===== src/rtl/sc_seq_ctrl.sv =====
// sc_seq_ctrl: UART command sequencer driving the stream-cipher datapath strobes
module sc_seq_ctrl #(
   parameter int KEY_NIBBLES = 8
) (
   input  logic                   clk,
   input  logic                   rst_n,
   input  logic                   bu_rx_data_rdy,
   input  logic                   de_bigE,
   input  logic                   de_bigD,
   input  logic                   de_bigL,
   input  logic                   de_hex,
   input  logic                   de_cr,
   input  logic                   scdCharIsValid,
   input  logic                   tx_full,
   output logic                   sccEncrypt,
   output logic                   sccDecrypt,
   output logic                   sccEldByte,
   output logic                   sccEmsBitsLd,
   output logic                   sccElsBitsLd,
   output logic                   sccEmsBitsSl,
   output logic                   sccDnibble1En,
   output logic                   sccDnibble2En,
   output logic [KEY_NIBBLES-1:0] sccLdKey,
   output logic                   sccLdLFSR,
   output logic                   sccStep,
   output logic                   L4_tx_data_rdy,
   output logic                   L4_PrintBuf,
   output logic [4:0]             L4_led
);
   typedef enum logic [3:0] {
      IDLE, KEY, KEY_DONE, ENC_WAIT, ENC_CAP, ENC_MS, ENC_LS, DEC_N1, DEC_N2, DEC_TX
   } state_t;

   localparam int CW = $clog2(KEY_NIBBLES + 1);
   localparam logic [KEY_NIBBLES-1:0] MSB_BIT = {1'b1, {(KEY_NIBBLES-1){1'b0}}};

   state_t        state;
   logic [CW-1:0] cnt;
   logic          ovr;
   logic          pend;
   logic          rx_cr;
   logic          rx_oth;
   logic          busy;
   logic          pend_nx;

   assign rx_cr   = bu_rx_data_rdy & de_cr;
   assign rx_oth  = bu_rx_data_rdy & ~de_cr;
   assign busy    = state inside {ENC_CAP, ENC_MS, ENC_LS, DEC_TX};
   // a CR arriving on the final transmit cycle still ends the session
   assign pend_nx = pend | (busy & rx_cr);

   assign sccEncrypt     = state inside {ENC_WAIT, ENC_CAP, ENC_MS, ENC_LS};
   assign sccDecrypt     = state inside {DEC_N1, DEC_N2, DEC_TX};
   assign sccEldByte     = (state == ENC_WAIT) & rx_oth & scdCharIsValid;
   assign sccEmsBitsLd   = state == ENC_CAP;
   assign sccElsBitsLd   = state == ENC_CAP;
   assign sccEmsBitsSl   = state == ENC_MS;
   assign sccDnibble1En  = (state == DEC_N1) & rx_oth & de_hex;
   assign sccDnibble2En  = (state == DEC_N2) & rx_oth & de_hex;
   assign sccStep        = (state == ENC_CAP) | ((state == DEC_TX) & ~tx_full);
   assign L4_tx_data_rdy = ~tx_full & (state inside {ENC_MS, ENC_LS, DEC_TX});
   assign L4_PrintBuf    = rx_cr;
   assign L4_led         = {state == IDLE, ovr, state inside {KEY, KEY_DONE}, sccDecrypt, sccEncrypt};

   // command FSM plus registered key/LFSR load pulses, overrun and pending-CR flags
   always_ff @(posedge clk or negedge rst_n) begin
      if (!rst_n) begin
         state     <= IDLE;
         cnt       <= '0;
         ovr       <= 1'b0;
         pend      <= 1'b0;
         sccLdKey  <= '0;
         sccLdLFSR <= 1'b0;
      end else begin
         sccLdKey  <= '0;
         sccLdLFSR <= 1'b0;
         pend      <= pend_nx;
         if (busy && rx_oth) ovr <= 1'b1;
         case (state)
            IDLE:
               if (rx_oth && (de_bigE || de_bigD || de_bigL)) begin
                  ovr   <= 1'b0;
                  cnt   <= '0;
                  state <= de_bigE ? ENC_WAIT : de_bigD ? DEC_N1 : KEY;
               end
            KEY:
               if (rx_cr) state <= IDLE;
               else if (rx_oth && de_hex) begin
                  sccLdKey <= MSB_BIT >> cnt;
                  cnt      <= cnt + CW'(1);
                  if (cnt == CW'(KEY_NIBBLES - 1)) state <= KEY_DONE;
               end
            KEY_DONE:
               if (rx_cr) begin
                  state     <= IDLE;
                  sccLdLFSR <= 1'b1;
               end
            ENC_WAIT:
               if (rx_cr) state <= IDLE;
               else if (rx_oth && scdCharIsValid) state <= ENC_CAP;
            ENC_CAP: state <= ENC_MS;
            ENC_MS: if (!tx_full) state <= ENC_LS;
            ENC_LS:
               if (!tx_full) begin
                  state <= pend_nx ? IDLE : ENC_WAIT;
                  pend  <= 1'b0;
               end
            DEC_N1:
               if (rx_cr) state <= IDLE;
               else if (rx_oth && de_hex) state <= DEC_N2;
            DEC_N2:
               if (rx_cr) state <= IDLE;
               else if (rx_oth && de_hex) state <= DEC_TX;
            DEC_TX:
               if (!tx_full) begin
                  state <= pend_nx ? IDLE : DEC_N1;
                  pend  <= 1'b0;
               end
            default: state <= IDLE;
         endcase
      end
   end
endmodule


===== config.mk =====
export PLATFORM = sky130hd
export DESIGN_NAME = sc_seq_ctrl
export DESIGN_NICKNAME = d
export VERILOG_FILES = /design/src/rtl/sc_seq_ctrl.sv
export SDC_FILE = /design/constraint.sdc
export NUM_CORES = 1
export LEC_CHECK = 0
export ABC_AREA = 1
export CORE_MARGIN = 10
export CORE_UTILIZATION = 43
export CTS_CLUSTER_SIZE = 14
export DETAILED_ROUTE_END_ITERATION = 7
export GPL_ROUTABILITY_DRIVEN = 0
export PLACE_DENSITY = 0.77
export SKIP_CTS_REPAIR_TIMING = 1
export SLEW_MARGIN = 5
export SYNTH_ARGS = -nofsm -noshare
export SYNTH_HDL_FRONTEND = slang
export SYNTH_SLANG_ARGS = --single-unit

===== constraint.sdc =====
create_clock -name clk -period 1.6 [get_ports clk]
set_clock_uncertainty 0.2 [all_clocks]
set_input_delay 0.48 -clock clk [delete_from_list [all_inputs] [get_ports clk]]
set_output_delay 0.48 -clock clk [all_outputs]
set_load 0.03 [all_outputs]

# Word-level counts from Yosys, hierarchy flattened
# Cells that the tools add are included.
[totals]
reg_bits = 19
latch_bits = 0
ramBits = 0
rom_bits = 0
inputBits = 10
output_inout_bits = 25
memories = 0
[op_classes]
addsub = 1
n_mul = 0
div = 0
magnitude_cmp = 0
n_eq_ne = 22
n_shift = 1
muxes = 33
bitwise_logic = 15
n_reduce_logical = 16
[ops]
columns = ["cell", "count"]
rows = [
  ["$mux 4", 17],
  ["$pmux 4 s10", 1],
  ["$mux 8", 3],
  ["$eq 4x3->1 const B", 5],
  ["$ne 3x2->1 const B", 5],
  ["$and 1x1->1", 11],
  ["$ne 2x2->1 const B", 5],
  ["$reduce_and 10->1", 1],
  ["$mux 3", 3],
  ["$eq 4x2->1 const B", 2],
  ["$eq 4x4->1 const B", 2],
  ["$pmux 4 s2", 1],
  ["$reduce_bool 4->1", 2],
  ["$shr 8x4->8 const A", 1],
  ["$mux 1", 7],
  ["$reduce_bool 3->1", 2],
  ["$add 4x1->4 const B", 1],
  ["$eq 4x1->1 const B", 1],
  ["$logic_and 1x1->1", 4],
  ["$logic_not 4->1", 1],
  ["$ne 2x1->1 const B", 2],
  ["$reduce_and 4->1", 1],
  ["$reduce_bool 2->1", 2],
  ["$logic_or 1x1->1", 2],
  ["4 further kinds", 6],
]

# Logic depth before layout (Yosys ltp)
# Gate-level depths: netlist of the first run.
[depth]
ltp_word = 7
ltp_mapped = 10
ltp_nobuf = 9

# Least setup slack after synthesis of the first run
# No wires, ideal clock.
[synth_timing]
path_type = "register to output"
startpoint = "reg state[2]"
endpoint = "out sccEmsBitsLd"
t_arrival_ns = 1.411
slack_ns = -0.491
path_stages_with_launch = 6
path_cell_list = "dfrtp_1 inv_1 nor2_2 inv_1 nor2_1 buf_4"
[synth_between]
elab_chain_cells = 1
[synth_rtl]
columns = ["element", "line_no", "source"]
rows = [
  ["from (decl)", "37", "state_t state;"],
  ["from (signal assigned)", "84", "state <= de_bigE ? ENC_WAIT : de_bigD ? DEC_N1 : KEY;"],
  ["from (signal assigned)", "105", "state <= pend_nx ? IDLE : ENC_WAIT;"],
  ["from (signal assigned)", "116", "state <= pend_nx ? IDLE : DEC_N1;"],
  ["$eq 4x3->1", "--", ""],
  ["to (decl)", "18", "output logic sccEmsBitsLd,"],
]
# Every way passes these cells.

# Worst setup path after layout of the first run
[layout_timing]
startpoint = "reg state[3]"
endpoint = "out L4_led[1]"
[layout_between]
elab_chain_cells = 2
[layout_rtl]
columns = ["element", "line_no", "source"]
rows = [
  ["$eq 4x3->1 / $eq 4x4->1 (equally long branches)", "53", "assign sccDecrypt = state inside {DEC_N1, DEC_N2, DEC_TX};"],
  ["$reduce_bool 3->1 (*)", "53", ""],
  ["to (decl)", "28", "output logic [4:0] L4_led"],
]
# Mark *: on every way between the ends. The rest lies on a longest branch, timed or not.

==> metrics, run 1 <==
status finished, violations left; failing checks negative setup slack; CP top delay family flip-flops; Die Height 74.3 um; CTS H-tree depth 1; Yosys reg bits 19; Via-to-Cell Ratio 5.44; Async SR Flop Fraction 100%; Static Leak 1.16 nW; Starting Density 45.7%; area occupied by multi-input gates 858 um^2; register area 480 um^2; vias after detailed routing 1508; leading cell type in the layout, fill and taps excluded buf_4; most frequent CP cell buf_4; fin crit share 137%; Crit path buffers/inverters 3; global-route wire length before repair 5.87 mm; critical path's slowest cell dfrtp_2; DR pass1 iterations 4; Post-synth EDFFs 0; Max stage delay on crit path 0.44 ns; WL/cell 17.1 um; Finish-stage setup viols 26; layout cell share with drive strength beyond 1 56.5%; clock tree buffer depth 2; Clock transition at path regs 0.12 ns; HP Class in2async; Placed Instances 262; worst setup path class reg2out; post-synthesis sequential area ratio 37.4%; CTS tree done; Hold Fails Final Rpt 0; Max Cap Violations 0; buffers added on ports 34; top_reg_cell synth dfrtp_1; vias in the first global route 1325; worst hold slack 0.279 ns; crit path launch type flip-flop; Antenna Nets Post-Route 0; die area 5530 um^2; Peak VDD IR 1.56 mV; # IOs 35; Worst-Skew Late Latency 0.31 ns; commonest non-fill, non-tap cells in the layout 56 x buf_4, 28 x nand2_1, 16 x inv_1, 15 x dfrtp_1, 14 x nand3_1; routed wire length 4.73 mm; Fill cells 183; CP Max Fanout 4; CP Cell Sequence inv_2, nor2_2, nand2_2, buf_4, nand3_4, buf_4; RSZ-0062 raised after global routing true; Final Critical Period 2.19 ns; drt initial violations 124; Critical Path RT 0.92 ns; row count 19; total CTS buffers 3; HPWL Detailed 3.01 mm; ant diodes 0; GRT Util Overall 13.1%; worst rel slew slack 77.3%; fin. max-slew vios 0; Post-route DRC 0; Mapped Area 1270 um^2; clk root buf clkbuf_4; warnings from Yosys 0; Mapped Cells 170; die span in x 74.3 um; grt ovf 0; largest net degree at the start of global routing 20; worst slew pin tran 0.340 ns; Critical Path AT 1.51 ns; pwr dens 1790 nW/um^2; post-route insts no fill 277; antenna violations before repair 0; pre-CTS setup slack -0.644 ns; PnR worst setup slack -0.594 ns; Sinks on Clock Net 19; Final nets 263; Netlist cell types 27; CP Capture Type output pin; Power, Total 3.90 mW; Post-Syn Nets 186; syn avg cell area 7.47 um^2; total core area 2780 um^2; area delta synth->final 71.5%; fmax 0.456 GHz
-- per-stage QoR --
stage               util [%]  setup TNS, ns  instance area [um^2]
detailed placement      68.1         -14.29                  1890
floorplan                  -          -1.32                  1370
global route            78.3         -11.89                  2180
CTS                     69.1         -12.36                  1920
global placement        68.1         -12.94                  1890
finish                  78.3          -9.81                  2180
-- registers in the layout, indices dropped and copies added, names as in the netlist --
name / count
cnt: 4
ovr: 1
state: 4
sccLdLFSR: 1
sccLdKey: 8
pend: 1
-- worst paths after layout --
check	from	to	slack, ns	depth (start not counted)
setup / recovery	state[3]	L4_led[1]	-0.59	6
setup reg to reg	state[1]	state[3]	-0.34	11
max in group asynchronous	rst_n	state[2]	0.68	2
min in group clk	cnt[3]	cnt[3]	0.41	2
hold / removal	rst_n	sccLdKey[4]	0.28	2
hold reg to reg	cnt[3]	cnt[3]	0.41	2
-- area by class of cell --
class	count	share of cell area (%)
clock buffer	3	1.03
multi-input combinational	117	39.4
sequential	19	22.1
clock inverter	1	0.230
timing repair buffer	79	30.7
tap	31	1.78
inverter	27	4.77
-- Yosys cell counts (2+ instances only) --
cell type / instances / area share [%]
dfrtp_1: 19 / 37
buf_6: 2 / 1.8
nand3_2: 5 / 3.9
inv_1: 22 / 6.5
inv_2: 5 / 1.5
nand3_1: 17 / 6.7
nand2_1: 40 / 12
nor2_1: 13 / 3.8
o21ai_0: 2 / 0.79
a21oi_1: 3 / 1.2
nor3b_1: 2 / 1.2
nand2_2: 4 / 2.0
nor3_1: 5 / 2.0
ha_1: 6 / 5.9
buf_4: 4 / 2.4
o22ai_1: 2 / 0.99
o21ai_1: 2 / 0.79
nor4_1: 3 / 1.5
nor2_2: 6 / 3.0
-- cell families (layout without fill, tap and decap cells) --
kind of cell	after synthesis	count (layout)	synth area share, %
xor gates and xnor gates	1	1	0.690
buffers and inverters	34	110	12.5
and+or+nand+nor	98	98	37.8
adders and majority gates	6	6	5.91
AOI/OAI and AO/OA	12	12	5.62
DFF	19	19	37.4
-- where the power goes --
| part | switching [mW] | internal, mW | total, mW |
|---|---|---|---|
| clock network | 0.161 | 0.0933 | 0.254 |
| logic | 1.69 | 1.22 | 2.91 |
| registers | 0.152 | 0.588 | 0.740 |
-- worst register-to-register path, cell delays in order (launching register included) --
cell     delay, ns
dfrtp_2       0.54
nor2_2        0.09
buf_4         0.16
nand2_2       0.08
inv_2         0.06
buf_4         0.13
nand2_2       0.09
nand2_1       0.07
nor2_1        0.12
nand3_2       0.15
nand2_1       0.09
nand2_1       0.06
-- routing by layer --
metal | GRT usage [%] | routed length [um]
met1 | 15.5 | 1790
met2 | 23.6 | 2370
met5 | 0 | 0
met4 | 2.03 | 248
met3 | 3.59 | 315
No activity file was read; power rests on OpenSTA's default activity.
==> run 2, diff against run 1 <==
--- a/config.mk
+++ b/config.mk
@@ -17,3 +17,4 @@
 export SYNTH_ARGS = -nofsm -noshare
 export SYNTH_HDL_FRONTEND = slang
 export SYNTH_SLANG_ARGS = --single-unit
+export TNS_END_PERCENT = 1
==> metrics, run 2 (synthesized netlist as in run 1, its figures left out) <==
status finished, violations left; failing checks negative setup slack; CP Capture Type output pin; clk root buf clkbuf_4; Worst-Skew Late Latency 0.31 ns; worst slew pin tran 0.314 ns; met3 usage 3.99%; die span in x 74.3 um; Die Height 74.3 um; post-route insts no fill 274; biggest regs sccLdKey x8, cnt x4, state x4; met1 Resource Use GR 16.2%; commonest non-fill, non-tap cells in the layout 45 x buf_4, 28 x nand2_1, 21 x buf_6, 16 x inv_1, 15 x dfrtp_1; RSZ-0062 raised after global routing true; clock tree buffer depth 2; CTS tree done; Final nets 260; Sinks on Clock Net 19; leading cell type in the layout, fill and taps excluded buf_4; ant diodes 0; HPWL Detailed 3.13 mm; max reg flops 8; CTS H-tree depth 1; grt ovf 0; Critical Path AT 1.48 ns; DR pass1 iterations 4; pwr dens 1830 nW/um^2; largest net degree at the start of global routing 20; met2 Track Usage GR 25.9%; crit path launch type flip-flop; worst hold slack 0.280 ns; drt initial violations 128; routed wire length 5.08 mm; Hold Fails Final Rpt 0; GRT Util Overall 14.5%; die area 5530 um^2; worst r2r dst state[0]; Post-route DRC 0; Placed Instances 266; Top Usage Layer GRT met2; row count 19; PnR worst setup slack -0.565 ns; r2r startpoint state[1]; cell area after placement 1910 um^2; area delta synth->final 71.9%; Critical Path RT 0.92 ns; Peak VDD IR 1.65 mV; Max Cap Violations 0; CP Max Fanout 4; vias after detailed routing 1553; worst rel slew slack 79.0%; HP Class in2async; R2R cell count 10; total core area 2780 um^2; layout cell share with drive strength beyond 1 55.1%; Final Critical Period 2.16 ns; fin area 2180 um^2; fin. max-slew vios 0; buffers added on ports 34; worst setup path class reg2out; fmax 0.462 GHz; antenna violations before repair 0; Starting Density 45.7%; Finish-stage setup viols 31; vias in the first global route 1467; Clock transition at path regs 0.12 ns; Antenna Nets Post-Route 0; fin crit share 135%; Via-to-Cell Ratio 5.67; r2r setup slk -0.39 ns; global-route wire length before repair 6.44 mm; total CTS buffers 3; Static Leak 1.17 nW; WL/cell 18.5 um; Reg with most FFs sccLdKey; # IOs 35
run 2: changes by cell type in the layout (fill, tap and decap cells not counted), sizes merged:
cell / change
dlymetal6s2s: -1
buf: -3
clkdlybuf4s50: +1
run 2: routing by layer:
layer | wire (um) | part of all wire (%)
met1 | 1660 | 33
met2 | 2670 | 52
met3 | 429 | 8.4
met4 | 321 | 6.3
met5 | 0 | 0
run 2: worst max path at each step:
stage	startpoint	to	slack, ns
floorplan	state[3]	L4_tx_data_rdy	-0.20
global route	state[3]	L4_tx_data_rdy	-0.62
finish	state[3]	L4_tx_data_rdy	-0.56
detailed placement	bu_rx_data_rdy	sccDnibble1En	-0.71
CTS	bu_rx_data_rdy	sccDnibble1En	-0.70
global placement	bu_rx_data_rdy	sccDnibble2En	-0.66
run 2: report_power, final:
part,switching [mW],internal [mW]
clock,0.163,0.0935
combinational,1.77,1.25
sequential,0.139,0.589
total,2.07,1.93
run 2: area by class of cell:
class / count / area (um^2)
clock buffer: 3 / 22.5
clock inverter: 1 / 5.00
fill: 174 / 598
inverter: 27 / 109
multi-input combinational: 117 / 853
sequential: 19 / 480
tap: 31 / 38.8
timing repair buffer: 76 / 674
run 2: worst max-delay path: stages (launching register included):
cell and delay (ns):
dfrtp_2 0.44, inv_4 0.06, nor2_4 0.19, nand2_4 0.11, nand2_4 0.10, nand2_4 0.05
nor2_4 0.08, buf_6 0.14
run 2: per-stage QoR:
stage	power [mW]	setup WS (ns)	util (%)	setup TNS (ns)
after floorplan	2.14	-0.203	-	-1.75
after global placement	2.97	-0.661	68.7	-11.75
after detailed placement	3.04	-0.705	68.7	-12.96
after CTS	3.30	-0.705	69.7	-11.49
after global routing	4.20	-0.620	78.5	-12.30
final	4.00	-0.565	78.5	-10.30
